### config.mk
export PLATFORM = sky130hd
export DESIGN_NAME = des_subkey_gen
export DESIGN_NICKNAME = d
export VERILOG_FILES = /design/src/rtl/des_pkg.sv /design/src/rtl/des_pc2.sv /design/src/rtl/des_subkey_gen.sv
export SDC_FILE = /design/constraint.sdc
export NUM_CORES = 1
export LEC_CHECK = 0
export ABC_CLOCK_PERIOD_IN_PS = 2800
export BUFFER_PORTS_ARGS = -buffer_cell sky130_fd_sc_hd__clkbuf_2
export CAP_MARGIN = 20
export CORE_ASPECT_RATIO = 1.75
export CORE_MARGIN = 8
export CORE_UTILIZATION = 50
export DETAILED_ROUTE_END_ITERATION = 16
export PLACE_DENSITY_LB_ADDON = 0.3
export SLEW_MARGIN = 20
export SYNTH_ARGS = -nofsm -noshare
export SYNTH_HDL_FRONTEND = slang
export SYNTH_HIERARCHICAL = 1
export SYNTH_SLANG_ARGS = --single-unit
### constraint.sdc
create_clock -name clk -period 2.8 [get_ports clk]
set_input_delay 0.14 -clock clk [delete_from_list [all_inputs] [get_ports clk]]
set_output_delay 0.14 -clock clk [all_outputs]
set_load 0.02 [all_outputs]
### src/rtl/des_pkg.sv
// DES key-schedule constants and shared types.
// Holds the PC-1/PC-2 selection tables, the per-round shift schedule,
// the subkey type, the generator FSM state enum and small rotate/permute helpers.
package des_pkg;

   typedef logic [47:0] des_subkey_t;

   typedef enum logic {
      S_IDLE  = 1'b0,
      S_ISSUE = 1'b1
   } des_state_e;

   // Permuted choice 1: entry i is the DES key bit (1 = MSB) placed at C/D position i+1.
   localparam int PC1 [56] = '{
      57, 49, 41, 33, 25, 17,  9,  1, 58, 50, 42, 34, 26, 18,
      10,  2, 59, 51, 43, 35, 27, 19, 11,  3, 60, 52, 44, 36,
      63, 55, 47, 39, 31, 23, 15,  7, 62, 54, 46, 38, 30, 22,
      14,  6, 61, 53, 45, 37, 29, 21, 13,  5, 28, 20, 12,  4
   };

   // Permuted choice 2: entry i is the C/D bit (1 = MSB of C) placed at subkey position i+1.
   localparam int PC2 [48] = '{
      14, 17, 11, 24,  1,  5,  3, 28, 15,  6, 21, 10,
      23, 19, 12,  4, 26,  8, 16,  7, 27, 20, 13,  2,
      41, 52, 31, 37, 47, 55, 30, 40, 51, 45, 33, 48,
      44, 49, 39, 56, 34, 53, 46, 42, 50, 36, 29, 32
   };

   // Left-rotation amount before round k is SHIFT[k-1].
   localparam logic [1:0] SHIFT [16] = '{
      2'd1, 2'd1, 2'd2, 2'd2, 2'd2, 2'd2, 2'd2, 2'd2,
      2'd1, 2'd2, 2'd2, 2'd2, 2'd2, 2'd2, 2'd2, 2'd1
   };

   // DES bit 1 of a half is the MSB, so a DES left shift moves bits toward [27].
   function automatic logic [27:0] rotl28(input logic [27:0] x, input logic [1:0] amt);
      return (amt == 2'd2) ? {x[25:0], x[27:26]} : {x[26:0], x[27]};
   endfunction

   function automatic logic [27:0] rotr28(input logic [27:0] x, input logic [1:0] amt);
      return (amt == 2'd2) ? {x[1:0], x[27:2]} : {x[0], x[27:1]};
   endfunction

   // PC-1 of a 64-bit key; result is {C0, D0} with C0 in [55:28].
   function automatic logic [55:0] pc1(input logic [63:0] k);
      logic [55:0] r;
      r = '0;
      for (int i = 0; i < 56; i++) begin
         r[55-i] = k[64-PC1[i]];
      end
      return r;
   endfunction

endpackage

### src/rtl/des_pc2.sv
// DES permuted choice 2: combinational 56-bit {C,D} to 48-bit round subkey.
module des_pc2
   import des_pkg::*;
(
   input  logic [55:0]  cd_i,
   output des_subkey_t  subkey_o
);

   // Eight C/D positions (9,18,22,25,35,38,43,54) never reach a subkey.
   logic unused_cd_bits;
   assign unused_cd_bits = ^{cd_i[47], cd_i[38], cd_i[34], cd_i[31],
                             cd_i[21], cd_i[18], cd_i[13], cd_i[2]};

   // Fixed bit selection through the PC-2 table.
   always_comb begin
      subkey_o = '0;
      for (int i = 0; i < 48; i++) begin
         subkey_o[47-i] = cd_i[56-PC2[i]];
      end
   end

endmodule

### src/rtl/des_subkey_gen.sv
// Sequential DES key-schedule generator.
// Latches a 64-bit key on start and streams K1..K16 (encrypt) or K16..K1
// (decrypt) over a valid/ready handshake, one subkey per accepted transfer.
// Optional build macro DES_KEY_PARITY_EN: reject keys whose bytes lack odd
// parity with a one-cycle key_err pulse; otherwise key_err is always 0.
module des_subkey_gen
   import des_pkg::*;
(
   input  logic        clk,
   input  logic        n_rst,
   input  logic [63:0] key_in,
   input  logic        decrypt,
   input  logic        start,
   input  logic        subkey_ready,
   output logic [47:0] subkey,
   output logic        subkey_valid,
   output logic [3:0]  key_idx,
   output logic        busy,
   output logic        done,
   output logic        key_err
);

   des_state_e  state_q, state_d;
   logic [27:0] c_q, c_d;
   logic [27:0] d_q, d_d;
   logic [3:0]  pos_q, pos_d;
   logic        dir_q, dir_d;
   logic        done_q, done_d;
   logic        key_err_q, key_err_d;

   logic [55:0] cd_load;
   logic        key_ok;
   des_subkey_t pc2_out;

   assign cd_load = pc1(key_in);

`ifdef DES_KEY_PARITY_EN
   // Every key byte must carry odd parity for the load to be accepted.
   always_comb begin
      key_ok = 1'b1;
      for (int b = 0; b < 8; b++) begin
         if (^key_in[8*b +: 8] == 1'b0) key_ok = 1'b0;
      end
   end
`else
   // Parity bits are dropped by PC-1 and not checked in this build.
   logic unused_parity_bits;
   assign unused_parity_bits = ^{key_in[56], key_in[48], key_in[40], key_in[32],
                                 key_in[24], key_in[16], key_in[8],  key_in[0]};
   assign key_ok = 1'b1;
`endif

   des_pc2 u_pc2 (
      .cd_i     ({c_q, d_q}),
      .subkey_o (pc2_out)
   );

   // Next-state: key load in IDLE, rotate-and-advance on each accepted subkey.
   always_comb begin
      // NOTE: every signal gets its default first so no path leaves one unassigned and infers a latch.
      state_d   = state_q;
      c_d       = c_q;
      d_d       = d_q;
      pos_d     = pos_q;
      dir_d     = dir_q;
      done_d    = 1'b0;
      key_err_d = 1'b0;
      case (state_q)
         S_IDLE: begin
            if (start) begin
               if (!key_ok) begin
                  key_err_d = 1'b1;
               end else begin
                  state_d = S_ISSUE;
                  dir_d   = decrypt;
                  pos_d   = 4'd0;
                  if (decrypt) begin
                     // C0/D0 equal C16/D16: the schedule rotates 28 places in total.
                     c_d = cd_load[55:28];
                     d_d = cd_load[27:0];
                  end else begin
                     c_d = rotl28(cd_load[55:28], SHIFT[0]);
                     d_d = rotl28(cd_load[27:0],  SHIFT[0]);
                  end
               end
            end
         end
         S_ISSUE: begin
            if (subkey_ready) begin
               if (pos_q == 4'd15) begin
                  state_d = S_IDLE;
                  done_d  = 1'b1;
                  c_d     = '0;
                  d_d     = '0;
                  pos_d   = 4'd0;
               end else begin
                  pos_d = pos_q + 4'd1;
                  if (dir_q) begin
                     c_d = rotr28(c_q, SHIFT[4'd15 - pos_q]);
                     d_d = rotr28(d_q, SHIFT[4'd15 - pos_q]);
                  end else begin
                     c_d = rotl28(c_q, SHIFT[pos_q + 4'd1]);
                     d_d = rotl28(d_q, SHIFT[pos_q + 4'd1]);
                  end
               end
            end
         end
         default: state_d = S_IDLE;
      endcase
   end

   // State registers; reset aborts any schedule in flight.
   always_ff @(posedge clk or negedge n_rst) begin
      if (!n_rst) begin
         state_q   <= S_IDLE;
         c_q       <= '0;
         d_q       <= '0;
         pos_q     <= 4'd0;
         dir_q     <= 1'b0;
         done_q    <= 1'b0;
         key_err_q <= 1'b0;
      end else begin
         // NOTE: non-blocking assignments so every register samples pre-edge values.
         state_q   <= state_d;
         c_q       <= c_d;
         d_q       <= d_d;
         pos_q     <= pos_d;
         dir_q     <= dir_d;
         done_q    <= done_d;
         key_err_q <= key_err_d;
      end
   end

   assign subkey_valid = (state_q == S_ISSUE);
   assign busy         = (state_q == S_ISSUE);
   assign subkey       = subkey_valid ? pc2_out : '0;
   assign key_idx      = dir_q ? (4'd15 - pos_q) : pos_q;
   assign done         = done_q;
   assign key_err      = key_err_q;

endmodule

==> flow_summary.toml <==
[route]
drt_iter0_markers = 539
ant_nets = 0
route.detailed.drc = 0
wl_per_cell_um = 19.90
vias_per_cell = 6.508
drtPass1Iterations = 6
vias = 6423
drt-total-wl_mm = 19.64

[floorplanning]
row_count = 55
die-area_um2 = 17140
start_util_pct = 50.81
io-pin-count = 125
coreArea_um2 = 12870
die_width_um = 102.4
fp.dieH_um = 167.3

[synthesis]
synth_xor_area_share_pct = 0.5358
syn_inst = 811
ys_types = 37
async_flop_share_pct = 100.0
ys_ff_latch = 63
yosysWarnings = 6
synthAdderAreaFrac_pct = 1.148
synth_edf_count = 0
synth_nets = 886
seq_area_frac_synth_pct = 24.11
synth_compound_area_share_pct = 33.10
synth_top_family_by_area = "compound AO/OA/AOI/OAI gates"
synth.area.mux_share_pct = 8.745
synthSimpleGateAreaFrac_pct = 19.23
synthFlopType = "dfrtp_1"
avgSynthCellArea_um2 = 8.063
netlist_area_um2 = 6539

[sta]
min_period_ns = 2.551
max_freq_mhz = 392.0
maxSlewHeadroom_pct = 28.51
setup_slack_ns = 0.2493
tightestPinTransition_ns = 1.072
setup_tns_ns = 0
clock_skew_ns = 0.004396
period_share_pct = 91.10
rsz0062_at_grt = "false"
hold_viol_final = 0
setup_viol = 0
drv_slew = 0

[grt]
globalRouteOverflowTotal = 0
busiest_layer = "met2"
grt_first_pass_wirelength_mm = 32.26
grt_antenna_before_repair = 0
grt_usage_pct = 23.05
grt_max_degree = 90
use_met3_pct = 3.239
grt_pass1_vias = 6554
grtUsageMet1_pct = 26.01
met2_usage_pct = 39.55

[worst_setup_path]
worstSetupStartpointType = "register"
critPathMaxFanout = 13
cp.arrival_ns = 2.75
worstSetupPathType = "register to register"
cp.required_ns = 3.00
cp-end-kind = "register"

[cells_and_area]
nets = 887
nFillCells = 1270
drive_above_1_share_pct = 25.98
diodes = 0
area_delta_synth_final_pct = 6.946

[run]
cap_violations = 0

[placement]
pre_cts_ws_ns = 0.2590
gp_congestion = 0.8335
hpwl_mm = 12.39
portBuffers = 115

[pwr]
totalPowerFinal_mw = 7.976
leakage_nw = 3.104
combPwrFrac_pct = 60.5
p_seq_share_pct = 26.2
internal-power_mw = 3.945
power_density_nw_per_um2 = 1141
pwr-share-clk_pct = 13.3
swShare_pct = 50.54
power.switching_mw = 4.031
vdd_drop_max_uv = 892.7

[clock_tree]
clockBufferDepth = 2
clkLatencyLatePin_ns = 0.33
cts_tree = "built"
ctsResizeCount = 0
htreeDepth = 3
worst_setup_hold_path_clk_slew_ns = 0.05
cts_buffers = 9
cts.sinks = 63
cts-root-buf = "clkbuf_16"
post_cts_buffers = 0

[status]
status = "completed"

[worst_hold_path]
hold_class = "input pin to register"
-- per-layer routing --
layer | up-vias | share of wire (%)
met4 | 0 | 3.1
li1 | 2955 | -
met5 | - | 0
met2 | 284 | 53
met3 | 46 | 6.2
met1 | 3138 | 38
-- synth_stat cells (2+ instances only) --
library cell  instances  share of area [%]
buf_6                 5               0.86
a221oi_2             40                9.2
a221oi_1             16                2.1
nand2_1               4               0.23
dfrtp_1              63                 24
o21ai_0              67                5.1
nor2b_1               2               0.19
ha_1                  6                1.1
buf_4                59                6.8
o21ai_1              51                3.9
a21oi_1              56                4.3
and2_1               49                4.7
buf_2                29                2.2
nand3_1              61                4.7
clkbuf_1             46                2.6
a31o_1               40                5.4
nor2_1               62                3.6
mux2i_1              56                8.6
inv_1                 3               0.17
a31o_2               16                2.1
and3_1               57                5.5
buf_1                 5               0.29
xor2_1                4               0.54
-- path summary, 6_finish.rpt --
kind,startpoint,endpoint,slack [ns],depth (start not counted)
hold / removal,start,busy,0.07,3
min in group asynchronous,n_rst,done,0.36,2
setup reg to reg,pos_q[1],c_q[14],0.25,7
hold reg to reg,c_q[15],c_q[15],0.59,2
max in group asynchronous,n_rst,dir_q,1.59,3
setup / recovery,pos_q[1],c_q[14],0.25,7
-- worst max-delay path: stages (launching register included) --
cell and delay, ns:
dfrtp_1 0.52, ha_1 0.31, nor2_1 0.28, a22oi_1 0.17, or2_2 0.46, buf_4 0.27, a221oi_1 0.29, o21ai_0 0.11
-- power groups by stage --
stage | clock, mW | sequential (mW) | combinational [mW]
after global placement | 0 | 2.07 | 4.69
after global routing | 1.10 | 2.16 | 5.24
final | 1.06 | 2.09 | 4.83
after floorplan | 0 | 1.77 | 4.34
after CTS | 1.07 | 2.07 | 4.82
after detailed placement | 0 | 2.08 | 4.80
-- kinds of logic (layout without fill, tap and decap cells) --
family | count (synthesis) | in the layout
compound gates | 293 | 293
fa+ha+maj | 6 | 6
buf+inv | 148 | 153
xor+xnor | 4 | 4
other cells | 1 | 1
mux | 57 | 57
flops | 63 | 63
simple gates | 239 | 239
-- registers in the layout (all words and copies together), names as in the netlist --
register / count
c_q: 28
d_q: 28
pos_q: 4
busy: 1
dir_q: 1
done: 1
-- cell type report --
| class | count | area [um^2] | share of cell area [%] |
|---|---|---|---|
| inverters | 3 | 11.26 | 0.1610 |
| well taps | 171 | 214.0 | 3.060 |
| flip-flops and latches | 63 | 1580 | 22.60 |
| clock buffers | 15 | 277.8 | 3.972 |
| multi-input cells | 600 | 4129 | 59.04 |
| repair buffers | 135 | 780.7 | 11.16 |
-- layout by cell type (no fill, tap or decap), types with 40 or more instances in the layout --
cell / Yosys / final
and3_1: 57 / 57
o21ai_1: 51 / 51
mux2i_1: 56 / 56
nand3_1: 61 / 59
a21oi_1: 56 / 56
a221oi_2: 40 / 40
clkbuf_2: 0 / 114
a31o_1: 40 / 40
and2_1: 49 / 48
nor2_1: 62 / 62
dfrtp_1: 63 / 62
o21ai_0: 67 / 67
-- repair_timing --
item / in CTS / in global routing
hold buffers: 1 / 0
hold endpoints to repair: 19 / 0
setup endpoints to repair: 0 / 0
-- stage by stage --
stage | hold WS [ns] | util, % | area (um^2) | instances
after global routing | 0.08013 | 54.34 | 6993 | 987
after detailed placement | 0.1655 | 52.11 | 6705 | 971
after floorplan | -0.1556 | - | 6539 | 811
after CTS | 0.06014 | 54.34 | 6993 | 987
after global placement | 0.1533 | 52.11 | 6705 | 971
final | 0.06645 | 54.34 | 6993 | 987
No activity file was read; power rests on OpenSTA's default activity.
